## config.mk

```make
export PLATFORM = sky130hd
export DESIGN_NAME = data_hazard_scoreboard_flat
export DESIGN_NICKNAME = d
export VERILOG_FILES = /design/src/rtl/data_hazard_scoreboard_pkg.sv /design/src/rtl/data_hazard_ctrl_if.sv /design/src/rtl/hazard_counter.sv /design/src/rtl/data_hazard_scoreboard.sv /design/src/flat_wrapper.sv
export SDC_FILE = /design/constraint.sdc
export NUM_CORES = 1
export LEC_CHECK = 0
export CORE_UTILIZATION = 56
export CTS_CLUSTER_SIZE = 14
export DETAILED_ROUTE_END_ITERATION = 7
export GPL_TIMING_DRIVEN = 1
export PLACE_DENSITY = 0.79
export SLEW_MARGIN = 20
export SYNTH_ARGS = -nofsm -noshare
export SYNTH_HDL_FRONTEND = slang
export SYNTH_SLANG_ARGS = --single-unit
```

## constraint.sdc

```tcl
create_clock -name clk -period 9.3 [get_ports clk]
set_input_delay 2.79 -clock clk [delete_from_list [all_inputs] [get_ports clk]]
set_output_delay 2.79 -clock clk [all_outputs]
set_load 0.02 [all_outputs]
```

## src/rtl/data_hazard_scoreboard_pkg.sv

```systemverilog
// Shared types for the processing-unit hazard logic.
//   reg_index_t     : GPR index (r0..r31)
//   spr_reduced_t   : compact SPR id used by decode and the SPR slot array
//   fu_port_t       : functional-unit port selector
//   hazard_count_t  : pending-write countdown value, wide enough for the
//                     default latencies below
package data_hazard_scoreboard_pkg;

  localparam int NUM_GPRS      = 32;
  localparam int NUM_CR_FIELDS = 8;
  localparam int SPR_ID_W      = 4;

  localparam int DEF_ALU_LATENCY = 3;
  localparam int DEF_MEM_LATENCY = 5;
  localparam int DEF_SPR_LATENCY = 3;
  localparam int DEF_READ_SLACK  = 0;
  localparam int DEF_SPR_SLOTS   = 2;

  typedef logic [4:0]          reg_index_t;
  typedef logic [SPR_ID_W-1:0] spr_reduced_t;

  typedef enum logic [1:0] {
    FU_ALU    = 2'd0,
    FU_MEM    = 2'd1,
    FU_SPR    = 2'd2,
    FU_BRANCH = 2'd3
  } fu_port_t;

  function automatic int max_int(input int a, input int b);
    return (a > b) ? a : b;
  endfunction

  localparam int DEF_MAX_LATENCY =
    max_int(max_int(DEF_ALU_LATENCY, DEF_MEM_LATENCY), DEF_SPR_LATENCY);
  localparam int HAZARD_COUNT_W = $clog2(DEF_MAX_LATENCY + 1);

  typedef logic [HAZARD_COUNT_W-1:0] hazard_count_t;

endpackage

```

## src/rtl/data_hazard_ctrl_if.sv

```systemverilog
// Resource usage of the instruction sitting in decode.
//   en                     : issue-valid for the decoded instruction
//   read_gpr_{a,b,c}/gpr_* : GPR source operands
//   read_cr_{0,1,2}        : CR-field read masks, bit i = CR field i
//   read_ctr/lnk/xer       : special register reads
//   read_spr(2)/_id        : SPR reads by reduced id
//   write_gpr_dest_alu/mem : GPR destinations written by the ALU / load path
//   write_cr               : CR-field write mask
//   write_ctr/lnk/xer      : special register writes
//   write_spr/_id          : SPR write by reduced id
// Handshake: en is a plain valid; there is no ready back to decode, the
// consumer answers with its own stall signal in the same cycle.
interface Data_hazard_ctrl_if;
  import data_hazard_scoreboard_pkg::*;

  logic         en;
  logic         read_gpr_a, read_gpr_b, read_gpr_c;
  reg_index_t   gpr_a, gpr_b, gpr_c;
  logic [7:0]   read_cr_0, read_cr_1, read_cr_2;
  logic         read_ctr, read_lnk, read_xer;
  logic         read_spr, read_spr2;
  spr_reduced_t read_spr_id, read_spr2_id;
  logic         write_gpr_dest_alu, write_gpr_dest_mem;
  reg_index_t   gpr_dest_alu, gpr_dest_mem;
  logic [7:0]   write_cr;
  logic         write_ctr, write_lnk, write_xer;
  logic         write_spr;
  spr_reduced_t write_spr_id;

  modport data_hazard_ctrl (
    input en, read_gpr_a, read_gpr_b, read_gpr_c, gpr_a, gpr_b, gpr_c,
          read_cr_0, read_cr_1, read_cr_2, read_ctr, read_lnk, read_xer,
          read_spr, read_spr2, read_spr_id, read_spr2_id,
          write_gpr_dest_alu, write_gpr_dest_mem, gpr_dest_alu, gpr_dest_mem,
          write_cr, write_ctr, write_lnk, write_xer, write_spr, write_spr_id
  );

  modport decode (
    output en, read_gpr_a, read_gpr_b, read_gpr_c, gpr_a, gpr_b, gpr_c,
           read_cr_0, read_cr_1, read_cr_2, read_ctr, read_lnk, read_xer,
           read_spr, read_spr2, read_spr_id, read_spr2_id,
           write_gpr_dest_alu, write_gpr_dest_mem, gpr_dest_alu, gpr_dest_mem,
           write_cr, write_ctr, write_lnk, write_xer, write_spr, write_spr_id
  );
endinterface

```

## src/rtl/hazard_counter.sv

```systemverilog
// Loadable down-counter that saturates at zero; one per tracked resource.
//   clk, reset : clock, asynchronous active-high reset
//   load       : load load_value this cycle (wins over the decrement)
//   load_value : latency of the write being issued
//   count      : remaining cycles until the write lands
//   busy       : count != 0
module hazard_counter #(
  parameter int W = 3
) (
  input  logic         clk,
  input  logic         reset,
  input  logic         load,
  input  logic [W-1:0] load_value,
  output logic [W-1:0] count,
  output logic         busy
);

  always_ff @(posedge clk or posedge reset) begin
    if (reset) begin
      count <= '0;
    end else if (load) begin
      count <= load_value;
    end else if (count != '0) begin
      count <= count - W'(1);
    end
  end

  assign busy = (count != '0);

endmodule

```

## src/rtl/data_hazard_scoreboard.sv

```systemverilog
// Tracks in-flight register writes and holds decode while the instruction
// it presents would read, or overtake with a shorter write, a pending result.
//   clk, reset : clock, asynchronous active-high reset
//   ctrl       : resource usage of the decoded instruction, ctrl.en = valid
//   flush      : drop this cycle's issue, pending entries are kept
//   stall      : combinational hold for fetch/decode
//   busy_gpr   : per-GPR pending flag
module data_hazard_scoreboard
  import data_hazard_scoreboard_pkg::*;
#(
  parameter int ALU_LATENCY = DEF_ALU_LATENCY,
  parameter int MEM_LATENCY = DEF_MEM_LATENCY,
  parameter int SPR_LATENCY = DEF_SPR_LATENCY,
  parameter int READ_SLACK  = DEF_READ_SLACK,
  parameter int SPR_SLOTS   = DEF_SPR_SLOTS
) (
  input  logic                          clk,
  input  logic                          reset,
  Data_hazard_ctrl_if.data_hazard_ctrl  ctrl,
  input  logic                          flush,
  output logic                          stall,
  output logic [NUM_GPRS-1:0]           busy_gpr
);

  localparam int LONG_LATENCY = max_int(ALU_LATENCY, MEM_LATENCY);
  localparam int CW = $clog2(max_int(LONG_LATENCY, SPR_LATENCY) + 1);

  localparam logic [CW-1:0] ALU_C   = CW'(ALU_LATENCY);
  localparam logic [CW-1:0] MEM_C   = CW'(MEM_LATENCY);
  localparam logic [CW-1:0] SPR_C   = CW'(SPR_LATENCY);
  localparam logic [CW-1:0] LONG_C  = CW'(LONG_LATENCY);
  localparam logic [CW-1:0] SLACK_C = CW'(READ_SLACK);
  localparam logic [CW-1:0] ONE_C   = CW'(1);

  logic [CW-1:0]            gpr_count [NUM_GPRS];
  logic [CW-1:0]            gpr_value [NUM_GPRS];
  logic [NUM_GPRS-1:0]      gpr_load;
  logic [CW-1:0]            cr_count [NUM_CR_FIELDS];
  logic [NUM_CR_FIELDS-1:0] cr_busy;
  logic [NUM_CR_FIELDS-1:0] cr_load;
  logic [CW-1:0]            ctr_count, lnk_count, xer_count;
  logic                     ctr_busy, lnk_busy, xer_busy;

  logic [SPR_SLOTS-1:0]     slot_valid;
  spr_reduced_t             slot_id [SPR_SLOTS];
  logic [CW-1:0]            slot_count [SPR_SLOTS];
  logic [SPR_SLOTS-1:0]     slot_load;

  logic read_hazard, waw_hazard, slot_hazard, issue;
  logic spr_hit, spr_free;
  int   hit_idx, free_idx;

  // Reads compare against the registered counts, so an instruction that
  // reads and writes the same register never stalls on itself.
  always_comb begin
    read_hazard = 1'b0;
    if (ctrl.read_gpr_a && gpr_count[ctrl.gpr_a] > SLACK_C) read_hazard = 1'b1;
    if (ctrl.read_gpr_b && gpr_count[ctrl.gpr_b] > SLACK_C) read_hazard = 1'b1;
    if (ctrl.read_gpr_c && gpr_count[ctrl.gpr_c] > SLACK_C) read_hazard = 1'b1;
    for (int i = 0; i < NUM_CR_FIELDS; i++) begin
      if ((ctrl.read_cr_0[i] | ctrl.read_cr_1[i] | ctrl.read_cr_2[i]) &&
          cr_busy[i] && cr_count[i] > SLACK_C) read_hazard = 1'b1;
    end
    if (ctrl.read_ctr && ctr_busy && ctr_count > SLACK_C) read_hazard = 1'b1;
    if (ctrl.read_lnk && lnk_busy && lnk_count > SLACK_C) read_hazard = 1'b1;
    if (ctrl.read_xer && xer_busy && xer_count > SLACK_C) read_hazard = 1'b1;
    for (int s = 0; s < SPR_SLOTS; s++) begin
      if (slot_valid[s] && slot_count[s] > SLACK_C &&
          ((ctrl.read_spr  && slot_id[s] == ctrl.read_spr_id) ||
           (ctrl.read_spr2 && slot_id[s] == ctrl.read_spr2_id))) read_hazard = 1'b1;
    end
  end

  // A new write must not land before an older write to the same target.
  always_comb begin
    waw_hazard = 1'b0;
    if (ctrl.write_gpr_dest_alu && gpr_count[ctrl.gpr_dest_alu] > ALU_C) waw_hazard = 1'b1;
    if (ctrl.write_gpr_dest_mem && gpr_count[ctrl.gpr_dest_mem] > MEM_C) waw_hazard = 1'b1;
    for (int i = 0; i < NUM_CR_FIELDS; i++) begin
      if (ctrl.write_cr[i] && cr_count[i] > SPR_C) waw_hazard = 1'b1;
    end
    if (ctrl.write_ctr && ctr_count > SPR_C) waw_hazard = 1'b1;
    if (ctrl.write_lnk && lnk_count > SPR_C) waw_hazard = 1'b1;
    if (ctrl.write_xer && xer_count > SPR_C) waw_hazard = 1'b1;
  end

  // Slot lookup: reuse the slot already holding the id, else lowest free.
  always_comb begin
    spr_hit  = 1'b0;
    spr_free = 1'b0;
    hit_idx  = 0;
    free_idx = 0;
    for (int s = 0; s < SPR_SLOTS; s++) begin
      if (!spr_hit && slot_valid[s] && slot_id[s] == ctrl.write_spr_id) begin
        spr_hit = 1'b1;
        hit_idx = s;
      end
      if (!spr_free && !slot_valid[s]) begin
        spr_free = 1'b1;
        free_idx = s;
      end
    end
  end

  assign slot_hazard = ctrl.write_spr && !spr_hit && !spr_free;
  assign stall = ctrl.en && !flush && (read_hazard || waw_hazard || slot_hazard);
  assign issue = ctrl.en && !flush && !stall;

  // An ALU and a load destination naming the same GPR keep the longer latency.
  always_comb begin
    logic alu_hit, mem_hit;
    alu_hit = 1'b0;
    mem_hit = 1'b0;
    for (int i = 0; i < NUM_GPRS; i++) begin
      alu_hit = issue && ctrl.write_gpr_dest_alu && (ctrl.gpr_dest_alu == 5'(i));
      mem_hit = issue && ctrl.write_gpr_dest_mem && (ctrl.gpr_dest_mem == 5'(i));
      gpr_load[i]  = alu_hit || mem_hit;
      gpr_value[i] = (alu_hit && mem_hit) ? LONG_C : (mem_hit ? MEM_C : ALU_C);
    end
  end

  assign cr_load = issue ? ctrl.write_cr : '0;

  always_comb begin
    slot_load = '0;
    for (int s = 0; s < SPR_SLOTS; s++) begin
      if (issue && ctrl.write_spr) begin
        slot_load[s] = spr_hit ? (hit_idx == s) : (free_idx == s);
      end
    end
  end

  for (genvar g = 0; g < NUM_GPRS; g++) begin : g_gpr
    hazard_counter #(.W(CW)) u_cnt (
      .clk(clk), .reset(reset), .load(gpr_load[g]), .load_value(gpr_value[g]),
      .count(gpr_count[g]), .busy(busy_gpr[g])
    );
  end

  for (genvar g = 0; g < NUM_CR_FIELDS; g++) begin : g_cr
    hazard_counter #(.W(CW)) u_cnt (
      .clk(clk), .reset(reset), .load(cr_load[g]), .load_value(SPR_C),
      .count(cr_count[g]), .busy(cr_busy[g])
    );
  end

  hazard_counter #(.W(CW)) u_ctr (
    .clk(clk), .reset(reset), .load(issue && ctrl.write_ctr), .load_value(SPR_C),
    .count(ctr_count), .busy(ctr_busy)
  );
  hazard_counter #(.W(CW)) u_lnk (
    .clk(clk), .reset(reset), .load(issue && ctrl.write_lnk), .load_value(SPR_C),
    .count(lnk_count), .busy(lnk_busy)
  );
  hazard_counter #(.W(CW)) u_xer (
    .clk(clk), .reset(reset), .load(issue && ctrl.write_xer), .load_value(SPR_C),
    .count(xer_count), .busy(xer_busy)
  );

  // SPR slots: a slot drops its valid bit on the cycle its count hits zero.
  always_ff @(posedge clk or posedge reset) begin
    if (reset) begin
      for (int s = 0; s < SPR_SLOTS; s++) begin
        slot_valid[s] <= 1'b0;
        slot_id[s]    <= '0;
        slot_count[s] <= '0;
      end
    end else begin
      for (int s = 0; s < SPR_SLOTS; s++) begin
        if (slot_load[s]) begin
          slot_valid[s] <= 1'b1;
          slot_id[s]    <= ctrl.write_spr_id;
          slot_count[s] <= SPR_C;
        end else if (slot_valid[s]) begin
          slot_count[s] <= slot_count[s] - ONE_C;
          slot_valid[s] <= (slot_count[s] > ONE_C);
        end
      end
    end
  end

endmodule

```

## src/flat_wrapper.sv

```systemverilog
// flat-port wrapper written by rule: the top's interface ports become plain ports
module data_hazard_scoreboard_flat import data_hazard_scoreboard_pkg::*;
#(
  parameter int ALU_LATENCY = DEF_ALU_LATENCY,
  parameter int MEM_LATENCY = DEF_MEM_LATENCY,
  parameter int SPR_LATENCY = DEF_SPR_LATENCY,
  parameter int READ_SLACK  = DEF_READ_SLACK,
  parameter int SPR_SLOTS   = DEF_SPR_SLOTS
)
  (clk, reset, flush, stall, busy_gpr, ctrl_en, ctrl_read_gpr_a, ctrl_read_gpr_b, ctrl_read_gpr_c, ctrl_gpr_a, ctrl_gpr_b, ctrl_gpr_c, ctrl_read_cr_0, ctrl_read_cr_1, ctrl_read_cr_2, ctrl_read_ctr, ctrl_read_lnk, ctrl_read_xer, ctrl_read_spr, ctrl_read_spr2, ctrl_read_spr_id, ctrl_read_spr2_id, ctrl_write_gpr_dest_alu, ctrl_write_gpr_dest_mem, ctrl_gpr_dest_alu, ctrl_gpr_dest_mem, ctrl_write_cr, ctrl_write_ctr, ctrl_write_lnk, ctrl_write_xer, ctrl_write_spr, ctrl_write_spr_id);
  Data_hazard_ctrl_if ctrl_i ();
  input  logic clk;
  input  logic reset;
  input  logic flush;
  output logic stall;
  output logic [NUM_GPRS-1:0] busy_gpr;
  input wire logic [$bits(ctrl_i.en)-1:0] ctrl_en;
  input wire logic [$bits(ctrl_i.read_gpr_a)-1:0] ctrl_read_gpr_a;
  input wire logic [$bits(ctrl_i.read_gpr_b)-1:0] ctrl_read_gpr_b;
  input wire logic [$bits(ctrl_i.read_gpr_c)-1:0] ctrl_read_gpr_c;
  input wire logic [$bits(ctrl_i.gpr_a)-1:0] ctrl_gpr_a;
  input wire logic [$bits(ctrl_i.gpr_b)-1:0] ctrl_gpr_b;
  input wire logic [$bits(ctrl_i.gpr_c)-1:0] ctrl_gpr_c;
  input wire logic [$bits(ctrl_i.read_cr_0)-1:0] ctrl_read_cr_0;
  input wire logic [$bits(ctrl_i.read_cr_1)-1:0] ctrl_read_cr_1;
  input wire logic [$bits(ctrl_i.read_cr_2)-1:0] ctrl_read_cr_2;
  input wire logic [$bits(ctrl_i.read_ctr)-1:0] ctrl_read_ctr;
  input wire logic [$bits(ctrl_i.read_lnk)-1:0] ctrl_read_lnk;
  input wire logic [$bits(ctrl_i.read_xer)-1:0] ctrl_read_xer;
  input wire logic [$bits(ctrl_i.read_spr)-1:0] ctrl_read_spr;
  input wire logic [$bits(ctrl_i.read_spr2)-1:0] ctrl_read_spr2;
  input wire logic [$bits(ctrl_i.read_spr_id)-1:0] ctrl_read_spr_id;
  input wire logic [$bits(ctrl_i.read_spr2_id)-1:0] ctrl_read_spr2_id;
  input wire logic [$bits(ctrl_i.write_gpr_dest_alu)-1:0] ctrl_write_gpr_dest_alu;
  input wire logic [$bits(ctrl_i.write_gpr_dest_mem)-1:0] ctrl_write_gpr_dest_mem;
  input wire logic [$bits(ctrl_i.gpr_dest_alu)-1:0] ctrl_gpr_dest_alu;
  input wire logic [$bits(ctrl_i.gpr_dest_mem)-1:0] ctrl_gpr_dest_mem;
  input wire logic [$bits(ctrl_i.write_cr)-1:0] ctrl_write_cr;
  input wire logic [$bits(ctrl_i.write_ctr)-1:0] ctrl_write_ctr;
  input wire logic [$bits(ctrl_i.write_lnk)-1:0] ctrl_write_lnk;
  input wire logic [$bits(ctrl_i.write_xer)-1:0] ctrl_write_xer;
  input wire logic [$bits(ctrl_i.write_spr)-1:0] ctrl_write_spr;
  input wire logic [$bits(ctrl_i.write_spr_id)-1:0] ctrl_write_spr_id;
  assign ctrl_i.en = ctrl_en;
  assign ctrl_i.read_gpr_a = ctrl_read_gpr_a;
  assign ctrl_i.read_gpr_b = ctrl_read_gpr_b;
  assign ctrl_i.read_gpr_c = ctrl_read_gpr_c;
  assign ctrl_i.gpr_a = ctrl_gpr_a;
  assign ctrl_i.gpr_b = ctrl_gpr_b;
  assign ctrl_i.gpr_c = ctrl_gpr_c;
  assign ctrl_i.read_cr_0 = ctrl_read_cr_0;
  assign ctrl_i.read_cr_1 = ctrl_read_cr_1;
  assign ctrl_i.read_cr_2 = ctrl_read_cr_2;
  assign ctrl_i.read_ctr = ctrl_read_ctr;
  assign ctrl_i.read_lnk = ctrl_read_lnk;
  assign ctrl_i.read_xer = ctrl_read_xer;
  assign ctrl_i.read_spr = ctrl_read_spr;
  assign ctrl_i.read_spr2 = ctrl_read_spr2;
  assign ctrl_i.read_spr_id = ctrl_read_spr_id;
  assign ctrl_i.read_spr2_id = ctrl_read_spr2_id;
  assign ctrl_i.write_gpr_dest_alu = ctrl_write_gpr_dest_alu;
  assign ctrl_i.write_gpr_dest_mem = ctrl_write_gpr_dest_mem;
  assign ctrl_i.gpr_dest_alu = ctrl_gpr_dest_alu;
  assign ctrl_i.gpr_dest_mem = ctrl_gpr_dest_mem;
  assign ctrl_i.write_cr = ctrl_write_cr;
  assign ctrl_i.write_ctr = ctrl_write_ctr;
  assign ctrl_i.write_lnk = ctrl_write_lnk;
  assign ctrl_i.write_xer = ctrl_write_xer;
  assign ctrl_i.write_spr = ctrl_write_spr;
  assign ctrl_i.write_spr_id = ctrl_write_spr_id;
  data_hazard_scoreboard #(.ALU_LATENCY(ALU_LATENCY), .MEM_LATENCY(MEM_LATENCY), .SPR_LATENCY(SPR_LATENCY), .READ_SLACK(READ_SLACK), .SPR_SLOTS(SPR_SLOTS)) u_core (.clk(clk), .reset(reset), .ctrl(ctrl_i), .flush(flush), .stall(stall), .busy_gpr(busy_gpr));
endmodule
```

# Word level (Yosys, flattened, before mapping)
# Cells that the tools add are included.
[totals]
reg_bits = 145
inputBits = 87
out_inout_bits = 33
elab_cells = 724
[classes]
addsub = 45
magnitude_cmp = 36
n_eq_ne = 70
n_mux = 213
bitwise = 21
reduce_logical = 291
[op_table]
columns = ["op", "count"]
rows = [
  ["$mux W3", 164],
  ["$eq A5 B5 Y1 const B", 32],
  ["$logic_and A1 B1 Y1", 157],
  ["$sub A3 B1 Y3 const B", 45],
  ["$reduce_bool A3 Y1", 43],
  ["$reduce_bool A2 Y1", 45],
  ["$eq A5 B4 Y1 const B", 16],
  ["$bmux W3 S5", 5],
  ["$logic_not A32 Y1", 2],
  ["$gt A3 B1 Y1 const B", 18],
  ["$mux W1", 43],
  ["$eq A5 B3 Y1 const B", 8],
  ["$gt A3 B2 Y1 const B", 12],
  ["$logic_or A1 B1 Y1", 36],
  ["$ge A6 B6 Y1 const B", 5],
  ["$not A5 Y6", 5],
  ["$eq A4 B4 Y1", 6],
  ["$eq A5 B2 Y1 const B", 4],
  ["$or A1 B1 Y1", 16],
  ["$eq A5 B1 Y1 const B", 2],
  ["$logic_not A5 Y1", 2],
  ["$mux W8", 1],
  ["$logic_not A1 Y1", 6],
  ["$gt A3 B3 Y1 const B", 1],
  ["$eq A1 B1 Y1 const B", 2],
]

# Longest topological paths before layout
[depth]
word_depth = 32
mapped_depth = 13
mapped_depth_nobuf = 10

# Cells and area by module
# A second synthesis with hierarchy kept.
[unflattened]
hier_cells = 1553
hier_area_um2 = 13419.1
[modules_own_cells]
columns = ["module", "instances", "cells_per_inst", "area_each_um2", "seq_area_each_um2"]
rows = [
  ["hazard_counter (u_core.g_cr[0].u_cnt ...)", 34, 21, 200.2, 75.1],
  ["data_hazard_scoreboard", 1, 650, 4799.6, 400.4],
  ["hazard_counter (u_core.g_gpr[4].u_cnt ...)", 9, 21, 201.4, 75.1],
]

# Worst setup path before layout
# No wires, ideal clock.
[synth_path]
kind = "input -> output"
start = "input port ctrl_gpr_b[1]"
end = "output port stall"
t_arrival_ns = 5.580
required_ns = 6.510
slack_ns = 0.930
cell_stages = 11
n_path_buf = 3
path_cell_list = "buf_2 -> mux4_2 -> mux2_2 -> a311oi_1 -> a211oi_1 -> or3_1 -> or4_4 -> nor2_1 -> buf_2 -> buf_1 -> nor2_1"
[synth_between]
elab_chain_cells = 24
[synth_lines]
columns = ["item", "line", "text"]
rows = [
  ["start, declared", "flat_wrapper.sv:22", "input wire logic [$bits(ctrl_i.gpr_b)-1:0] ctrl_gpr_b;"],
  ["$not A5 Y6 (not written as such)", "data_hazard_scoreboard.sv:58", "if (ctrl.read_gpr_b && gpr_count[ctrl.gpr_b] > SLACK_C) read_hazard = 1'b1;"],
  ["$bmux W3 S5", "data_hazard_scoreboard.sv:58", ""],
  ["$mux W3 (not written as such) (2 in series)", "data_hazard_scoreboard.sv:58", ""],
  ["$gt A3 B1 Y1", "data_hazard_scoreboard.sv:58", ""],
  ["$logic_and A1 B1 Y1", "data_hazard_scoreboard.sv:58", ""],
  ["$mux W1", "data_hazard_scoreboard.sv:58", ""],
  ["$mux W1", "data_hazard_scoreboard.sv:59", "if (ctrl.read_gpr_c && gpr_count[ctrl.gpr_c] > SLACK_C) read_hazard = 1'b1;"],
  ["$mux W1 (8 in series)", "data_hazard_scoreboard.sv:61", "if ((ctrl.read_cr_0[i] | ctrl.read_cr_1[i] | ctrl.read_cr_2[i]) &&"],
  ["$mux W1", "data_hazard_scoreboard.sv:64", "if (ctrl.read_ctr && ctr_busy && ctr_count > SLACK_C) read_hazard = 1'b1;"],
  ["$mux W1", "data_hazard_scoreboard.sv:65", "if (ctrl.read_lnk && lnk_busy && lnk_count > SLACK_C) read_hazard = 1'b1;"],
  ["$mux W1", "data_hazard_scoreboard.sv:66", "if (ctrl.read_xer && xer_busy && xer_count > SLACK_C) read_hazard = 1'b1;"],
  ["$mux W1 (2 in series)", "data_hazard_scoreboard.sv:68", "if (slot_valid[s] && slot_count[s] > SLACK_C &&"],
  ["$logic_or A1 B1 Y1 (2 in series)", "data_hazard_scoreboard.sv:106", "assign stall = ctrl.en && !flush && (read_hazard || waw_hazard || slot_hazard);"],
  ["$logic_and A1 B1 Y1", "data_hazard_scoreboard.sv:106", ""],
  ["end, declared", "flat_wrapper.sv:15", "output logic stall;"],
]
# No other way between the ends. The select of a mux whose other input is x is not followed.

# Worst setup path after layout
# Ends and elaborated chain as after synthesis.

==> summary.txt <==
Status
  – Status: finished clean

GRT
  – Largest net degree at the start of global routing: 76
  – First-pass GRT wire length: 57.1 mm
  – Antenna violations before repair: 0
  – Vias in the first global route: 10800
  – All-Layer GR Usage: 0.336
  – Global route overflow: 0

Synth
  – Synthesis-stage register bit count: 145
  – Post-synth top flop: dfrtp_1
  – Synth area leader: dfrtp_1
  – Synth unique cells: 64
  – Synth top area cells: dfrtp_1 (30%), ha_1 (11%), mux4_2 (5.8%)
  – Post-Syn Area: 12100 µm²
  – Syn Nets: 1565
  – Share of the synthesized area in the top cell type: 0.300
  – Async SR Flop Fraction: 1.00
  – Number of synthesized flops with an enable pin: 0
  – Cells after Synth: 1376
  – Avg Synthesized Cell Area: 8.78 µm²
  – Sequential area share after synthesis: 0.300
  – YS warnings: 0

STA
  – Setup-failing EPs final: 0
  – Setup TNS: 0 ns
  – Slew HR: 0.218
  – RSZ-0062 raised after global routing: false
  – Worst setup margin: 0.0658 ns
  – Fin crit share: 0.993
  – Final min period: 9.23 ns
  – Fin Clk Skew: 0.0139 ns
  – Fin. max-slew vios: 0
  – Max Clk Rate: 108 MHz
  – Final Hold Viols: 0
  – Least-Margin Pin Slew: 1.17 ns

Place
  – Port Buf Inserts: 119
  – Gpl congestion: 1.08
  – Placement Setup Slack: 0.114 ns
  – HPWL after detailed placement: 27.1 mm

Die
  – Height of the chip: 149 µm
  – Die area: 22200 µm²
  – I/O pin count: 120
  – CORE AREA: 21100 µm²
  – Initial Utilization: 0.573
  – Row Count: 53
  – Die Wd: 149 µm

Routing
  – Routed via count: 11200
  – DRT iter0 DRCs: 1328
  – 1st-pass router iterations: 8
  – Residual DRC count: 0
  – Wirelength, routed: 36.7 mm
  – WL/cell: 21.3 µm
  – Drt via density: 6.52
  – Final ANT Viol Nets: 0

Finish
  – Total area of sequential cells: 3630 µm²
  – Share of layout cells above drive strength 1: 0.104
  – Filler cells: 1711
  – Area Growth Syn to Fin: 15.5%
  – Diodes inserted: 0
  – # nets final: 1621
  – Multi-input logic area: 7480 µm²

CTS
  – Clock Sink Count: 145
  – CTS buffer count: 17
  – Clock buffer depth: 2
  – Setup Fix Bufs, Post-CTS: 0
  – Worst-path clk slew: 0.06 ns
  – CTS tree: yes
  – Hold Buf Count CTS: 0
  – Worst skew pair latency: 0.44 ns
  – Root buffer cell: clkbuf_16
  – Post-CTS resize count: 0
  – H-tree depth: 4

Hold path
  – Min-Delay Path Class: register to register

Setup path
  – CP max FO: 5
  – Crit path required time: 6.51 ns
  – Worst setup SP type: primary input
  – R2R setup slack: 5.09 ns
  – CP Data Arrival Time: 6.44 ns
  – Kind of critical path: primary input to output port
  – Critical path endpoint category: output port

Run
  – Max_cap viols: 0

Power
  – Pwr per Cell Area: 313 nW/µm²
  – Peak supply drop: 0.000170 V
  – Static Leakage: 5.88 nW
## final cells by class
cell class,instances,share of cell area
repair buffers,148,0.103
clock inverters,15,0.0122
inverters,126,0.0342
clock buffers,17,0.0305
multi-input cells,994,0.536
well taps,275,0.0247
flip-flops and latches,145,0.260
## per-layer routing
metal | share of wire | vias to the layer above | track usage
li1 | - | 5095 | -
met1 | 0.38 | 5325 | 0.423
met2 | 0.45 | 650 | 0.531
met3 | 0.11 | 148 | 0.0853
met4 | 0.052 | 0 | 0.180
met5 | 0 | - | 0
## worst max-delay path, cell delays in order
cell,delay [ns]
clkdlybuf4s50_1,0.67
mux4_2,0.56
mux2_2,0.28
a311oi_1,0.38
a211oi_1,0.13
or3_1,0.38
or4_4,0.49
nor2_4,0.11
nor2_1,0.08
clkdlybuf4s50_1,0.57
## flip-flops by register name (all words and copies together), names as in the netlist
signal                    flops
u_core.g_gpr.u_cnt.count     96
u_core.g_cr.u_cnt.count      24
u_core.slot_id                8
u_core.slot_count             6
u_core.u_ctr.count            3
u_core.u_lnk.count            3
u_core.u_xer.count            3
u_core.slot_valid             2
## power breakdown
group	total [mW]	internal (mW)	switching, mW
combinational	2.26	1.13	1.13
clock	0.704	0.403	0.301
sequential	1.40	0.947	0.458
total	4.37	2.48	1.89
## per-stage QoR
step	std cells	util	hold WS [ns]	cell area [µm²]	total power [mW]
after floorplan	1376	-	0.482	12100	3.02
after global placement	1688	0.634	0.505	13400	3.50
after detailed placement	1688	0.634	0.519	13400	3.62
after CTS	1720	0.662	0.543	14000	4.35
after global routing	1720	0.662	0.596	14000	4.70
final	1720	0.662	0.547	14000	4.37
## synth_stat cells, types with 35 or more instances
cell type,instances
a21oi_1,86
a31o_2,35
a31oi_1,102
clkbuf_1,64
dfrtp_1,145
ha_1,102
inv_1,126
mux2i_1,53
nand2b_1,44
nor2_1,124
nor3_1,47
o21ai_0,68
xnor2_1,57
## final timing paths
path / from / end / cells past startpoint
min in group asynchronous: reset / u_core.slot_id[6] / 2
max in group asynchronous: reset / u_core.g_gpr[18].u_cnt.count[1] / 3
setup reg to reg: u_core.u_ctr.count[0] / u_core.g_cr[3].u_cnt.count[0] / 11
hold reg to reg: u_core.slot_count[1] / u_core.slot_count[1] / 2
setup / recovery: ctrl_gpr_b[1] / stall / 10
hold / removal: u_core.slot_count[1] / u_core.slot_count[1] / 2
## cell families after synthesis
| kind of cell | Yosys count | share of synthesized area |
|---|---|---|
| compound gates | 368 | 0.194 |
| xor+xnor | 66 | 0.0478 |
| fa+ha+maj | 102 | 0.106 |
| buf+inv | 237 | 0.0850 |
| flops | 145 | 0.300 |
| mux | 95 | 0.113 |
| simple gates | 363 | 0.155 |
## placed cells by master (no fill, tap or decap), types with 19 or more instances in the layout
cell,count
a21oi_1,86
a31o_2,35
a31oi_1,102
buf_4,27
clkdlybuf4s50_1,119
dfrtp_1,145
ha_1,102
inv_1,125
mux2i_1,53
mux4_2,31
nand2_1,34
nand2b_1,44
nand3_1,19
nor2_1,123
nor3_1,46
nor4_1,29
o21ai_0,68
xnor2_1,57
No activity file was read; power rests on OpenSTA's default activity.
